<file path="src/rtl/datapath_sequencer_if.sv">
// -----------------------------------------------------------------------------
// datapath_sequencer_if
// Bundle between the multi-cycle control sequencer and the ARM-subset datapath.
//   master : the sequencer. It consumes IR/COND/MOC and drives every load
//            enable, mux select, ALU opcode, the MFA/RW memory request and the
//            debug STATE / MEM_ERR status.
//   slave  : the datapath side. It drives IR/COND/MOC and consumes the controls.
// Signals:
//   IR[31:0]      current instruction register contents
//   COND          condition test result for IR[31:28] against NZCV
//   MOC           memory operation complete
//   IR_LE, MAR_LE, MDR_LE, SR_LE, RF_LE   load enables
//   MFA, RW       memory request, 1=read 0=write
//   A_SEL, B_SEL, RF_DST_SEL, MDR_SEL, ALU_OP   datapath steering
//   STATE[3:0]    current sequencer state encoding
//   MEM_ERR       sticky memory-timeout flag
// -----------------------------------------------------------------------------
interface datapath_sequencer_if;
    logic [31:0] IR;
    logic        COND;
    logic        MOC;
    logic        IR_LE;
    logic        MAR_LE;
    logic        MDR_LE;
    logic        SR_LE;
    logic        RF_LE;
    logic        MFA;
    logic        RW;
    logic [1:0]  A_SEL;
    logic [1:0]  B_SEL;
    logic [1:0]  RF_DST_SEL;
    logic        MDR_SEL;
    logic [3:0]  ALU_OP;
    logic [3:0]  STATE;
    logic        MEM_ERR;

    modport master (
        input  IR, COND, MOC,
        output IR_LE, MAR_LE, MDR_LE, SR_LE, RF_LE, MFA, RW,
               A_SEL, B_SEL, RF_DST_SEL, MDR_SEL, ALU_OP, STATE, MEM_ERR
    );

    modport slave (
        output IR, COND, MOC,
        input  IR_LE, MAR_LE, MDR_LE, SR_LE, RF_LE, MFA, RW,
               A_SEL, B_SEL, RF_DST_SEL, MDR_SEL, ALU_OP, STATE, MEM_ERR
    );
endinterface

</file>
<file path="src/rtl/datapath_sequencer.sv">
// -----------------------------------------------------------------------------
// datapath_sequencer
// Multi-cycle fetch/decode/execute control FSM for the ARM-subset datapath.
// Ports:
//   CLK   rising-edge clock
//   CLR   asynchronous active-low reset
//   bus   datapath_sequencer_if.master (IR/COND/MOC in, all controls out)
// Parameter:
//   MOC_TIMEOUT  cycles a memory state may wait for MOC before ERROR (>=2)
// Controls are decoded from the state register, IR and MOC so that a memory
// wait can load IR/MDR in the very cycle MOC arrives. MEM_ERR is registered.
// -----------------------------------------------------------------------------
module datapath_sequencer #(
    parameter int MOC_TIMEOUT = 16
) (
    input  logic                 CLK,
    input  logic                 CLR,
    datapath_sequencer_if.master bus
);

    localparam int CW = $clog2(MOC_TIMEOUT + 1);

    typedef enum logic [3:0] {
        S_RESET    = 4'd0,
        S_FETCH_A  = 4'd1,
        S_FETCH_M  = 4'd2,
        S_FETCH_PC = 4'd3,
        S_DECODE   = 4'd4,
        S_DP       = 4'd5,
        S_LS_ADDR  = 4'd6,
        S_ST_MDR   = 4'd7,
        S_ST_MEM   = 4'd8,
        S_LD_MEM   = 4'd9,
        S_LD_WB    = 4'd10,
        S_BL_LINK  = 4'd11,
        S_BR_PC    = 4'd12,
        S_ERROR    = 4'd15
    } state_t;

    state_t          state_q;
    logic [CW-1:0]   wait_cnt_q;
    logic            mem_err_q;
    logic            in_wait_s;
    logic            timeout_s;

    // Memory-wait qualification and timeout detection.
    always_comb begin
        in_wait_s = (state_q == S_FETCH_M) || (state_q == S_ST_MEM) || (state_q == S_LD_MEM);
        timeout_s = in_wait_s && !bus.MOC && (wait_cnt_q == CW'(MOC_TIMEOUT - 1));
    end

    // State register, wait counter and sticky error flag.
    always_ff @(posedge CLK or negedge CLR) begin
        if (!CLR) begin
            state_q    <= S_RESET;
            wait_cnt_q <= {CW{1'b0}};
            mem_err_q  <= 1'b0;
        end else begin
            // Counter is zero whenever a wait state is entered because every
            // non-waiting cycle (and every MOC cycle) clears it.
            if (in_wait_s && !bus.MOC) begin
                wait_cnt_q <= wait_cnt_q + CW'(1);
            end else begin
                wait_cnt_q <= {CW{1'b0}};
            end

            if (timeout_s) begin
                state_q   <= S_ERROR;
                mem_err_q <= 1'b1;
            end else begin
                case (state_q)
                    S_RESET:    state_q <= S_FETCH_A;
                    S_FETCH_A:  state_q <= S_FETCH_M;
                    S_FETCH_M:  state_q <= bus.MOC ? S_FETCH_PC : S_FETCH_M;
                    S_FETCH_PC: state_q <= S_DECODE;
                    S_DECODE: begin
                        if (!bus.COND) begin
                            state_q <= S_FETCH_A;
                        end else begin
                            case (bus.IR[27:25])
                                3'b000, 3'b001: state_q <= S_DP;
                                3'b010, 3'b011: state_q <= S_LS_ADDR;
                                3'b101:         state_q <= bus.IR[24] ? S_BL_LINK : S_BR_PC;
                                default:        state_q <= S_FETCH_A;
                            endcase
                        end
                    end
                    S_DP:       state_q <= S_FETCH_A;
                    S_LS_ADDR:  state_q <= bus.IR[20] ? S_LD_MEM : S_ST_MDR;
                    S_ST_MDR:   state_q <= S_ST_MEM;
                    S_ST_MEM:   state_q <= bus.MOC ? S_FETCH_A : S_ST_MEM;
                    S_LD_MEM:   state_q <= bus.MOC ? S_LD_WB : S_LD_MEM;
                    S_LD_WB:    state_q <= S_FETCH_A;
                    S_BL_LINK:  state_q <= S_BR_PC;
                    S_BR_PC:    state_q <= S_FETCH_A;
                    S_ERROR:    state_q <= S_ERROR;
                    default:    state_q <= S_RESET;
                endcase
            end
        end
    end

    // Control decode from current state, IR and MOC.
    always_comb begin
        bus.IR_LE      = 1'b0;
        bus.MAR_LE     = 1'b0;
        bus.MDR_LE     = 1'b0;
        bus.SR_LE      = 1'b0;
        bus.RF_LE      = 1'b0;
        bus.MFA        = 1'b0;
        bus.RW         = 1'b1;
        bus.A_SEL      = 2'b00;
        bus.B_SEL      = 2'b00;
        bus.RF_DST_SEL = 2'b00;
        bus.MDR_SEL    = 1'b0;
        bus.ALU_OP     = 4'b0100;
        bus.STATE      = state_q;
        bus.MEM_ERR    = mem_err_q;

        case (state_q)
            S_RESET: begin
                bus.ALU_OP = 4'b0000;
            end
            S_FETCH_A: begin
                bus.A_SEL  = 2'b01;
                bus.B_SEL  = 2'b11;
                bus.MAR_LE = 1'b1;
            end
            S_FETCH_M: begin
                bus.MFA   = 1'b1;
                bus.IR_LE = bus.MOC;
            end
            S_FETCH_PC: begin
                bus.A_SEL      = 2'b01;
                bus.B_SEL      = 2'b10;
                bus.RF_DST_SEL = 2'b10;
                bus.RF_LE      = 1'b1;
            end
            S_DP: begin
                bus.ALU_OP = bus.IR[24:21];
                bus.SR_LE  = bus.IR[20];
                // TST/TEQ/CMP/CMN (10xx) only update flags.
                bus.RF_LE  = (bus.IR[24:23] != 2'b10);
            end
            S_LS_ADDR: begin
                bus.ALU_OP = bus.IR[23] ? 4'b0100 : 4'b0010;
                bus.MAR_LE = 1'b1;
            end
            S_ST_MDR: begin
                bus.MDR_SEL = 1'b1;
                bus.MDR_LE  = 1'b1;
            end
            S_ST_MEM: begin
                bus.MFA = 1'b1;
                bus.RW  = 1'b0;
            end
            S_LD_MEM: begin
                bus.MFA    = 1'b1;
                bus.MDR_LE = bus.MOC;
            end
            S_LD_WB: begin
                bus.A_SEL = 2'b11;
                bus.B_SEL = 2'b01;
                bus.RF_LE = 1'b1;
            end
            S_BL_LINK: begin
                bus.A_SEL      = 2'b01;
                bus.B_SEL      = 2'b11;
                bus.RF_DST_SEL = 2'b01;
                bus.RF_LE      = 1'b1;
            end
            S_BR_PC: begin
                bus.A_SEL      = 2'b01;
                bus.RF_DST_SEL = 2'b10;
                bus.RF_LE      = 1'b1;
            end
            default: begin
                bus.ALU_OP = 4'b0100;
            end
        endcase
    end

endmodule

</file>
<file path="src/flat_wrapper.sv">
// flat-port wrapper written by rule: the top's interface ports become plain ports
module datapath_sequencer_flat 
#(
    parameter int MOC_TIMEOUT = 16
)
  (CLK, CLR, bus_IR, bus_COND, bus_MOC, bus_IR_LE, bus_MAR_LE, bus_MDR_LE, bus_SR_LE, bus_RF_LE, bus_MFA, bus_RW, bus_A_SEL, bus_B_SEL, bus_RF_DST_SEL, bus_MDR_SEL, bus_ALU_OP, bus_STATE, bus_MEM_ERR);
  datapath_sequencer_if bus_i ();
  input  logic CLK;
  input  logic CLR;
  input wire logic [$bits(bus_i.IR)-1:0] bus_IR;
  input wire logic [$bits(bus_i.COND)-1:0] bus_COND;
  input wire logic [$bits(bus_i.MOC)-1:0] bus_MOC;
  output wire logic [$bits(bus_i.IR_LE)-1:0] bus_IR_LE;
  output wire logic [$bits(bus_i.MAR_LE)-1:0] bus_MAR_LE;
  output wire logic [$bits(bus_i.MDR_LE)-1:0] bus_MDR_LE;
  output wire logic [$bits(bus_i.SR_LE)-1:0] bus_SR_LE;
  output wire logic [$bits(bus_i.RF_LE)-1:0] bus_RF_LE;
  output wire logic [$bits(bus_i.MFA)-1:0] bus_MFA;
  output wire logic [$bits(bus_i.RW)-1:0] bus_RW;
  output wire logic [$bits(bus_i.A_SEL)-1:0] bus_A_SEL;
  output wire logic [$bits(bus_i.B_SEL)-1:0] bus_B_SEL;
  output wire logic [$bits(bus_i.RF_DST_SEL)-1:0] bus_RF_DST_SEL;
  output wire logic [$bits(bus_i.MDR_SEL)-1:0] bus_MDR_SEL;
  output wire logic [$bits(bus_i.ALU_OP)-1:0] bus_ALU_OP;
  output wire logic [$bits(bus_i.STATE)-1:0] bus_STATE;
  output wire logic [$bits(bus_i.MEM_ERR)-1:0] bus_MEM_ERR;
  assign bus_i.IR = bus_IR;
  assign bus_i.COND = bus_COND;
  assign bus_i.MOC = bus_MOC;
  assign bus_IR_LE = bus_i.IR_LE;
  assign bus_MAR_LE = bus_i.MAR_LE;
  assign bus_MDR_LE = bus_i.MDR_LE;
  assign bus_SR_LE = bus_i.SR_LE;
  assign bus_RF_LE = bus_i.RF_LE;
  assign bus_MFA = bus_i.MFA;
  assign bus_RW = bus_i.RW;
  assign bus_A_SEL = bus_i.A_SEL;
  assign bus_B_SEL = bus_i.B_SEL;
  assign bus_RF_DST_SEL = bus_i.RF_DST_SEL;
  assign bus_MDR_SEL = bus_i.MDR_SEL;
  assign bus_ALU_OP = bus_i.ALU_OP;
  assign bus_STATE = bus_i.STATE;
  assign bus_MEM_ERR = bus_i.MEM_ERR;
  datapath_sequencer #(.MOC_TIMEOUT(MOC_TIMEOUT)) u_core (.CLK(CLK), .CLR(CLR), .bus(bus_i));
endmodule
</file>
<file path="config.mk">
export PLATFORM = sky130hd
export DESIGN_NAME = datapath_sequencer_flat
export DESIGN_NICKNAME = d
export VERILOG_FILES = /design/src/rtl/datapath_sequencer_if.sv /design/src/rtl/datapath_sequencer.sv /design/src/flat_wrapper.sv
export SDC_FILE = /design/constraint.sdc
export NUM_CORES = 1
export LEC_CHECK = 0
export ABC_AREA = 1
export CAP_MARGIN = 20
export CORE_UTILIZATION = 30
export DETAILED_ROUTE_END_ITERATION = 6
export PLACE_DENSITY_LB_ADDON = 0.3
export RECOVER_POWER = 25
export SETUP_SLACK_MARGIN = 0.02
export SKIP_CTS_REPAIR_TIMING = 1
export SYNTH_ARGS = -nofsm -noshare
export SYNTH_HDL_FRONTEND = slang
export SYNTH_SLANG_ARGS = --single-unit
</file>
<file path="constraint.sdc">
create_clock -name CLK -period 3.15 [get_ports CLK]
set_input_delay 0.7875 -clock CLK [delete_from_list [all_inputs] [get_ports CLK]]
set_output_delay 0.7875 -clock CLK [all_outputs]
set_load 0.02 [all_outputs]
</file>
* Word level (Yosys, flattened, before mapping) *
Index checks and enable logic that the tools add are counted.

storage, ports and cells
  output and inout bits = 23
  input bits = 36
  bits in registers = 10
  logic and storage cells = 62

cells by class
  equality and inequality tests = 19
  reductions and logical operators = 16
  multiplexer cells = 23
  add/subtract/negate cells = 1

operators by type and width
  cell                                            count
  one-hot mux 4 bit (11 select lines)             1
  == test 4 bit (second input constant)           6
  one-hot mux 4 bit (3 select lines)              2
  == test 4 x 3 -> 1 bit (second input constant)  4
  2-to-1 mux 4 bit                                4
  OR reduction 4 bit                              3
  OR reduction 2 bit                              5
  == test 4 x 2 -> 1 bit (second input constant)  2
  one-hot mux 2 bit (2 select lines)              2
  2-to-1 mux 1 bit                                7
  == test 3 x 2 -> 1 bit (second input constant)  2
  2-to-1 mux 3 bit                                2
  one-hot mux 2 bit (3 select lines)              1
  adder 5 x 1 -> 5 bit (second input constant)    1
  == test 5 x 4 -> 1 bit (second input constant)  1
  2-to-1 mux 5 bit                                1
  == test 4 x 1 -> 1 bit (second input constant)  1
  zero test 4 bit                                 1
  one-hot mux 1 bit (2 select lines)              2
  == test 3 x 1 -> 1 bit (second input constant)  1
  == test 3 bit (second input constant)           1
  zero test 3 bit                                 1
  OR reduction 3 bit                              1
  logical AND 1 bit                               2
  4 further kinds                                 5

* Longest topological paths before layout *
Gate-level depths: netlist (run 1).

  depth after elaboration = 6
  gate-level depth with buffers = 8
  gate-level depth less buffers = 8

* Worst setup path after synthesis (run 1) *
Ideal clock, no wire load.

  path kind = register to output
  from = register u_core.state_q[1], in the netlist u_core.bus.STATE[1]
  to = output bus_A_SEL[0]
  path buffers = 0
  arrival time = 1.486 ns
  setup slack = 0.877 ns
  stages on the path, launching flop included = 6
  cell sequence = dfrtp_1 -> nor2_1 -> inv_1 -> o22ai_1 -> a21oi_1 -> nand2_1

on the way
  cells in the longest elaborated chain, start to end = 3
  elaborated cells on any way between the ends = 7

RTL lines
  what                                            line                       text
  start: declaration                              datapath_sequencer.sv:40   state_t state_q;
  start signal: assignment                        datapath_sequencer.sv:74   S_FETCH_M: state_q <= bus.MOC ? S_FETCH_PC : S_FETCH_M;
  start signal: assignment                        datapath_sequencer.sv:83   3'b101: state_q <= bus.IR[24] ? S_BL_LINK : S_BR_PC;
  start signal: assignment                        datapath_sequencer.sv:89   S_LS_ADDR: state_q <= bus.IR[20] ? S_LD_MEM : S_ST_MDR;
  == test 4 x 1 -> 1 bit (tied with other cells)  datapath_sequencer.sv:120  case (state_q)
  OR reduction 4 bit (no line)                    n/a
  one-hot mux 2 bit (2 select lines) (*)          datapath_sequencer.sv:120
  end: declaration                                flat_wrapper.sv:20         output wire logic [$bits(bus_i.A_SEL)-1:0] bus_A_SEL;

Mark *: on every way between the ends. The rest lies on a longest branch, timed or not.

* Worst setup path in the final report (run 1) *
  from = input bus_MOC
  to = output bus_MDR_LE

on the way
  cells in the longest elaborated chain, start to end = 1

RTL lines
  what                                line                       text
  start: declaration                  flat_wrapper.sv:12         input wire logic [$bits(bus_i.MOC)-1:0] bus_MOC;
  one-hot mux 1 bit (2 select lines)  datapath_sequencer.sv:120
  end: declaration                    flat_wrapper.sv:15         output wire logic [$bits(bus_i.MDR_LE)-1:0] bus_MDR_LE;

No other way between the ends.

==> results of run 1 <==
worst max-delay path, cell delays in order:
cell and delay, ns:
clkdlybuf4s50_1 0.54, inv_1 0.08, o22ai_1 0.14, clkdlybuf4s50_1 0.62
per-stage QoR:
stage | cells | power (mW) | setup WS (ns)
4_1_cts | 197 | 0.275 | 0.197
3_3_place_gp | 193 | 0.157 | 0.220
2_1_floorplan | 128 | 0.138 | 0.877
5_1_grt | 197 | 0.284 | 0.0853
6_report | 197 | 0.270 | 0.193
3_5_place_dp | 193 | 0.158 | 0.197
cells in the mapped netlist, types with 2 or more instances:
master,count,area [um2]
nand2_1,36,135
inv_1,24,90.1
nor2_1,24,90.1
nand3_1,11,55.1
dfrtp_1,10,250
nand4_1,3,18.8
o21ai_0,3,15.0
o22ai_1,3,18.8
ha_1,2,25.0
nand2_2,2,12.5
nor2_2,2,12.5
final cells by class:
type | count | area [um2]
sequential | 10 | 250
timing repair buffer | 35 | 348
clock buffer | 4 | 36.3
multi-input combinational | 94 | 452
inverter | 24 | 90.1
tap | 30 | 37.5
fill | 260 | 1260
path summary, 6_finish.rpt:
kind | from | slack [ns] | cells after the start | endpoint
worst max-delay path | bus_MOC | 0.19 | 4 | bus_MDR_LE
worst min-delay path | u_core.wait_cnt_q[0]$_DFF_PN0_ | 0.47 | 1 | u_core.wait_cnt_q[0]$_DFF_PN0_
worst max register to register | u_core.bus.STATE[2]$_DFF_PN0_ | 1.79 | 5 | u_core.bus.STATE[2]$_DFF_PN0_
worst min register to register | u_core.wait_cnt_q[0]$_DFF_PN0_ | 0.47 | 1 | u_core.wait_cnt_q[0]$_DFF_PN0_
max in group asynchronous | CLR | 1.96 | 1 | u_core.bus.MEM_ERR$_DFFE_PN0P_
min in group asynchronous | CLR | 0.89 | 1 | u_core.wait_cnt_q[1]$_DFF_PN0_
layer usage:
| layer | vias to the layer above | GRT usage |
|---|---|---|
| li1 | 477 | - |
| met1 | 424 | 0.226 |
| met2 | 32 | 0.240 |
| met3 | 2 | 0.0172 |
| met4 | 0 | 0.0658 |
| met5 | - | 0 |
power groups by stage:
| stage | Sequential (mW) | Combinational (mW) | Clock [mW] |
|---|---|---|---|
| floorplan | 0.131 | 0.00687 | 0 |
| global placement | 0.131 | 0.0264 | 0 |
| detailed placement | 0.131 | 0.0273 | 0 |
| CTS | 0.128 | 0.0273 | 0.120 |
| global route | 0.128 | 0.0296 | 0.127 |
| finish | 0.128 | 0.0267 | 0.115 |
registers in the layout, summed over array words and instances (netlist names):
name                flops
u_core.bus.MEM_ERR      1
u_core.bus.STATE        4
u_core.wait_cnt_q       5
cells by family after synthesis:
logic type               share of synthesized area
AND/OR/NAND/NOR                              0.458
buffers and inverters                        0.114
flip-flops                                   0.316
AO/OA/AOI/OAI                               0.0695
adder cells (fa/ha/maj)                     0.0316
XOR/XNOR                                    0.0111
==> impl_metrics.ini, run 1 <==
[outcome]
outcome = finished, final reports clean

[power]
p_sw_mw = 0.0565
pwr_density_cell_nw_per_um2 = 223
power_frac_clock = 0.426
pwr-share-comb = 0.099
swShare = 0.209
p_leak_nw = 0.604
ir_worst_vdd_mv = 0.153
intPower_mw = 0.214
pwr-share-seq = 0.475

[synthesis]
synth-edff-count = 0
avgSynthCellArea_um2 = 6.19
synth-seq-cells = 10
ys_seq_area_frac = 0.316
mappedNetlistNets = 166
ys.flop_type = dfrtp_1
ys_async_sr_fraction = 1.00
synthesis.instances = 128
ys_types = 19
yosys_warnings = 0
syn-cell-area_um2 = 792

[grt]
grt.total_usage = 0.159
grt_start_max_net_pins = 11
grt_overflow = 0
grt_pass1_vias = 804
grt_pass1_wl_um = 3360
antenna_found_initial = 0

[sta]
hold_violations = 0
whs_ns = 0.472
clock.fmax_mhz = 338
fin_crit_sh = 0.939
slew_viol_final = 0
tightest_slew_ns = 0.430
tns_ns = 0
setup_viol = 0
rsz0062_at_grt = false
post-route-min-period_ns = 2.96
finalClockSkew_ns = 0.000801
relSlewSlack = 0.712

[detailed_routing]
wl_per_cell_um = 10.2
drt_iter0_markers = 22
first_pass_iters = 4
vias = 935
ant_nets = 0
vias_per_cell = 4.75
drc = 0
wl_met3_um = 92
met1_length_um = 930
dr.max_layer_used = met4
wl_um = 2000
wl_met2_um = 961

[finish]
areaGrowthSynthToFinish_pct = 53.2
stdcell_area_um2 = 1210
final_common_cell = nand2_1
antenna_cells = 0
drive_gt1_frac = 0.0719
layout_common_cells = nand2_1, clkdlybuf4s50_1, inv_1, nor2_1, nand3_1
nets = 206
final_core_util = 0.490

[clocking]
htreeDepth = 1
root_buffer = clkbuf_4
clock_latency_ns = 0.27
cts.sinks = 10
cts_made_buffers = 3
clk_path_buf_depth = 2
cts_tree = done
clk_pin_slew_ns = 0.06

[die]
io_pins = 59
start_util = 0.320
dieArea_um2 = 2850
core_um2 = 2480
rows = 18
chipHeight_um = 53.4
die_w_um = 53.4

[setup_path]
worstPathRequired_ns = 2.36
start_kind = input pin
path_class = in -> out
cp_max_fo = 4
cp_data_arrival_time_ns = 2.17
worst_setup_path_end_kind = output pin

[placement]
dpl_cell_area_um2 = 1180
gp_congestion = 0.934
portBuffers = 34
dp_hpwl_um = 1690

[flow_run]
drv_cap = 0

[hold_path]
hp-class = reg -> reg
(Power assumes the default switching activity.)
==> run 2, diff against run 1 <==
--- a/config.mk
+++ b/config.mk
@@ -7,12 +7,13 @@
 export LEC_CHECK = 0
 export ABC_AREA = 1
 export CAP_MARGIN = 20
-export CORE_UTILIZATION = 30
+export CORE_UTILIZATION = 36
 export DETAILED_ROUTE_END_ITERATION = 6
 export PLACE_DENSITY_LB_ADDON = 0.3
 export RECOVER_POWER = 25
 export SETUP_SLACK_MARGIN = 0.02
 export SKIP_CTS_REPAIR_TIMING = 1
+export SLEW_MARGIN = 30
 export SYNTH_ARGS = -nofsm -noshare
 export SYNTH_HDL_FRONTEND = slang
 export SYNTH_SLANG_ARGS = --single-unit
==> impl_metrics.ini, run 2 (same netlist as run 1, synthesis figures left out) <==
[clocking]
clk_path_buf_depth = 2
clk_pin_slew_ns = 0.05
cts_tree = done
clock_latency_ns = 0.26
root_buffer = clkbuf_4
htreeDepth = 1
cts.sinks = 10
cts_made_buffers = 3

[hold_path]
whs_endpoint = u_core.wait_cnt_q[0]$_DFF_PN0_
hp-class = reg -> reg
min_path_cells = 1
hp-start = u_core.wait_cnt_q[0]$_DFF_PN0_

[finish]
areaGrowthSynthToFinish_pct = 51.0
nets = 206
fin_cells = 193
antenna_cells = 0
fill_cells = 194
layout_common_cells = nand2_1, clkdlybuf4s50_1, inv_1, nor2_1, nand3_1
multiInputGateArea_um2 = 452
seq_area_um2 = 250
drive_gt1_frac = 0.0663
stdcell_area_um2 = 1200
final_common_cell = nand2_1
top_register = u_core.wait_cnt_q
largest_register_ffs = 5

[sta]
setup_viol = 0
finalClockSkew_ns = 0.00679
tns_ns = 0
tightest_slew_ns = 0.434
hold_violations = 0
relSlewSlack = 0.710
post-route-min-period_ns = 2.97
clock.fmax_mhz = 336
rsz0062_at_grt = false
fin_crit_sh = 0.944
slew_viol_final = 0

[detailed_routing]
vias_per_cell = 4.83
drt_iter0_markers = 39
ant_nets = 0
vias = 932
drc = 0
first_pass_iters = 4
wl_per_cell_um = 9.97
wl_um = 1930

[grt]
antenna_found_initial = 0
grt_overflow = 0
grt_pass1_vias = 828
grt_start_max_net_pins = 11
grt_pass1_wl_um = 3390
grt.total_usage = 0.178

[setup_path]
worst_setup_path_end_kind = output pin
reg2reg_from = u_core.bus.STATE[2]$_DFF_PN0_
cpMaxStageDelayCell = clkdlybuf4s50_1
cp_max_fo = 4
r2r_slack_ns = 1.74
crit_top_cell = clkdlybuf4s50_1
start_kind = input pin
cp_data_arrival_time_ns = 2.19
worstPathRequired_ns = 2.36
crit_chain = clkdlybuf4s50_1 > inv_1 > o22ai_1 > clkdlybuf4s50_1
r2r_end = u_core.bus.STATE[3]$_DFF_PN0_
cpPeakStageDelay_ns = 0.63
r2r_cells = 5
path_class = in -> out

[placement]
gp_congestion = 0.907
dp.cells = 190
dpl_cell_area_um2 = 1170
dp_hpwl_um = 1660
portBuffers = 34

[die]
core_um2 = 2020
io_pins = 59
rows = 16
chipHeight_um = 48.9
dieArea_um2 = 2390
start_util = 0.392
die_w_um = 48.9

[flow_run]
drv_cap = 0

[power]
p_leak_nw = 0.597
pwr_density_cell_nw_per_um2 = 197
ir_worst_vdd_mv = 0.159

[outcome]
outcome = finished, final reports clean
## run 2: cell types whose count changed in the layout (fill, tap and decap cells not counted), sizes merged
cell    change
clkbuf      -1
## run 2: final cells by class
class | count | share of cell area
Inverter | 24 | 0.0753
Clock buffer | 3 | 0.0188
Tap cell | 27 | 0.0282
Timing Repair Buffer | 35 | 0.291
Sequential cell | 10 | 0.209
Multi-Input combinational cell | 94 | 0.378
## run 2: report_power, final
part | total, mW | internal, mW | switching, mW
sequential | 0.128 | 0.128 | 0
combinational | 0.0263 | 0.0150 | 0.0114
clock | 0.0814 | 0.0438 | 0.0376
total | 0.236 | 0.187 | 0.0489
## run 2: per-layer routing
layer,global-route usage,share of wire
met5,0,0
met4,0.0441,0.015
met3,0.0374,0.054
met2,0.287,0.48
met1,0.241,0.45
## run 2: worst max-delay path, delay by kind of cell
| family | cells | cell delay (ns) |
|---|---|---|
| AO/OA/AOI/OAI | 1 | 0.16 |
| buffers and inverters | 3 | 1.24 |
## run 2: per-stage QoR
step | power, mW | setup slack [ns] | utilization | hold WS, ns
3_5_place_dp | 0.158 | 0.181 | 0.580 | 0.459
2_1_floorplan | 0.138 | 0.877 | - | 0.430
4_1_cts | 0.239 | 0.181 | 0.592 | 0.471
6_report | 0.236 | 0.176 | 0.592 | 0.468
5_1_grt | 0.247 | 0.0554 | 0.592 | 0.489
3_3_place_gp | 0.157 | 0.222 | 0.580 | 0.442
## run 2: worst max path at each step
stage               endpoint                          start  slack [ns]
2_1_floorplan   bus_A_SEL[0]  u_core.bus.STATE[1]$_DFF_PN0_        0.88
3_3_place_gp      bus_MDR_LE                        bus_MOC        0.22
3_5_place_dp      bus_MDR_LE                        bus_MOC        0.18
4_1_cts           bus_MDR_LE                        bus_MOC        0.18
5_1_grt        bus_ALU_OP[1]  u_core.bus.STATE[2]$_DFF_PN0_        0.06
6_report          bus_MDR_LE                        bus_MOC        0.18
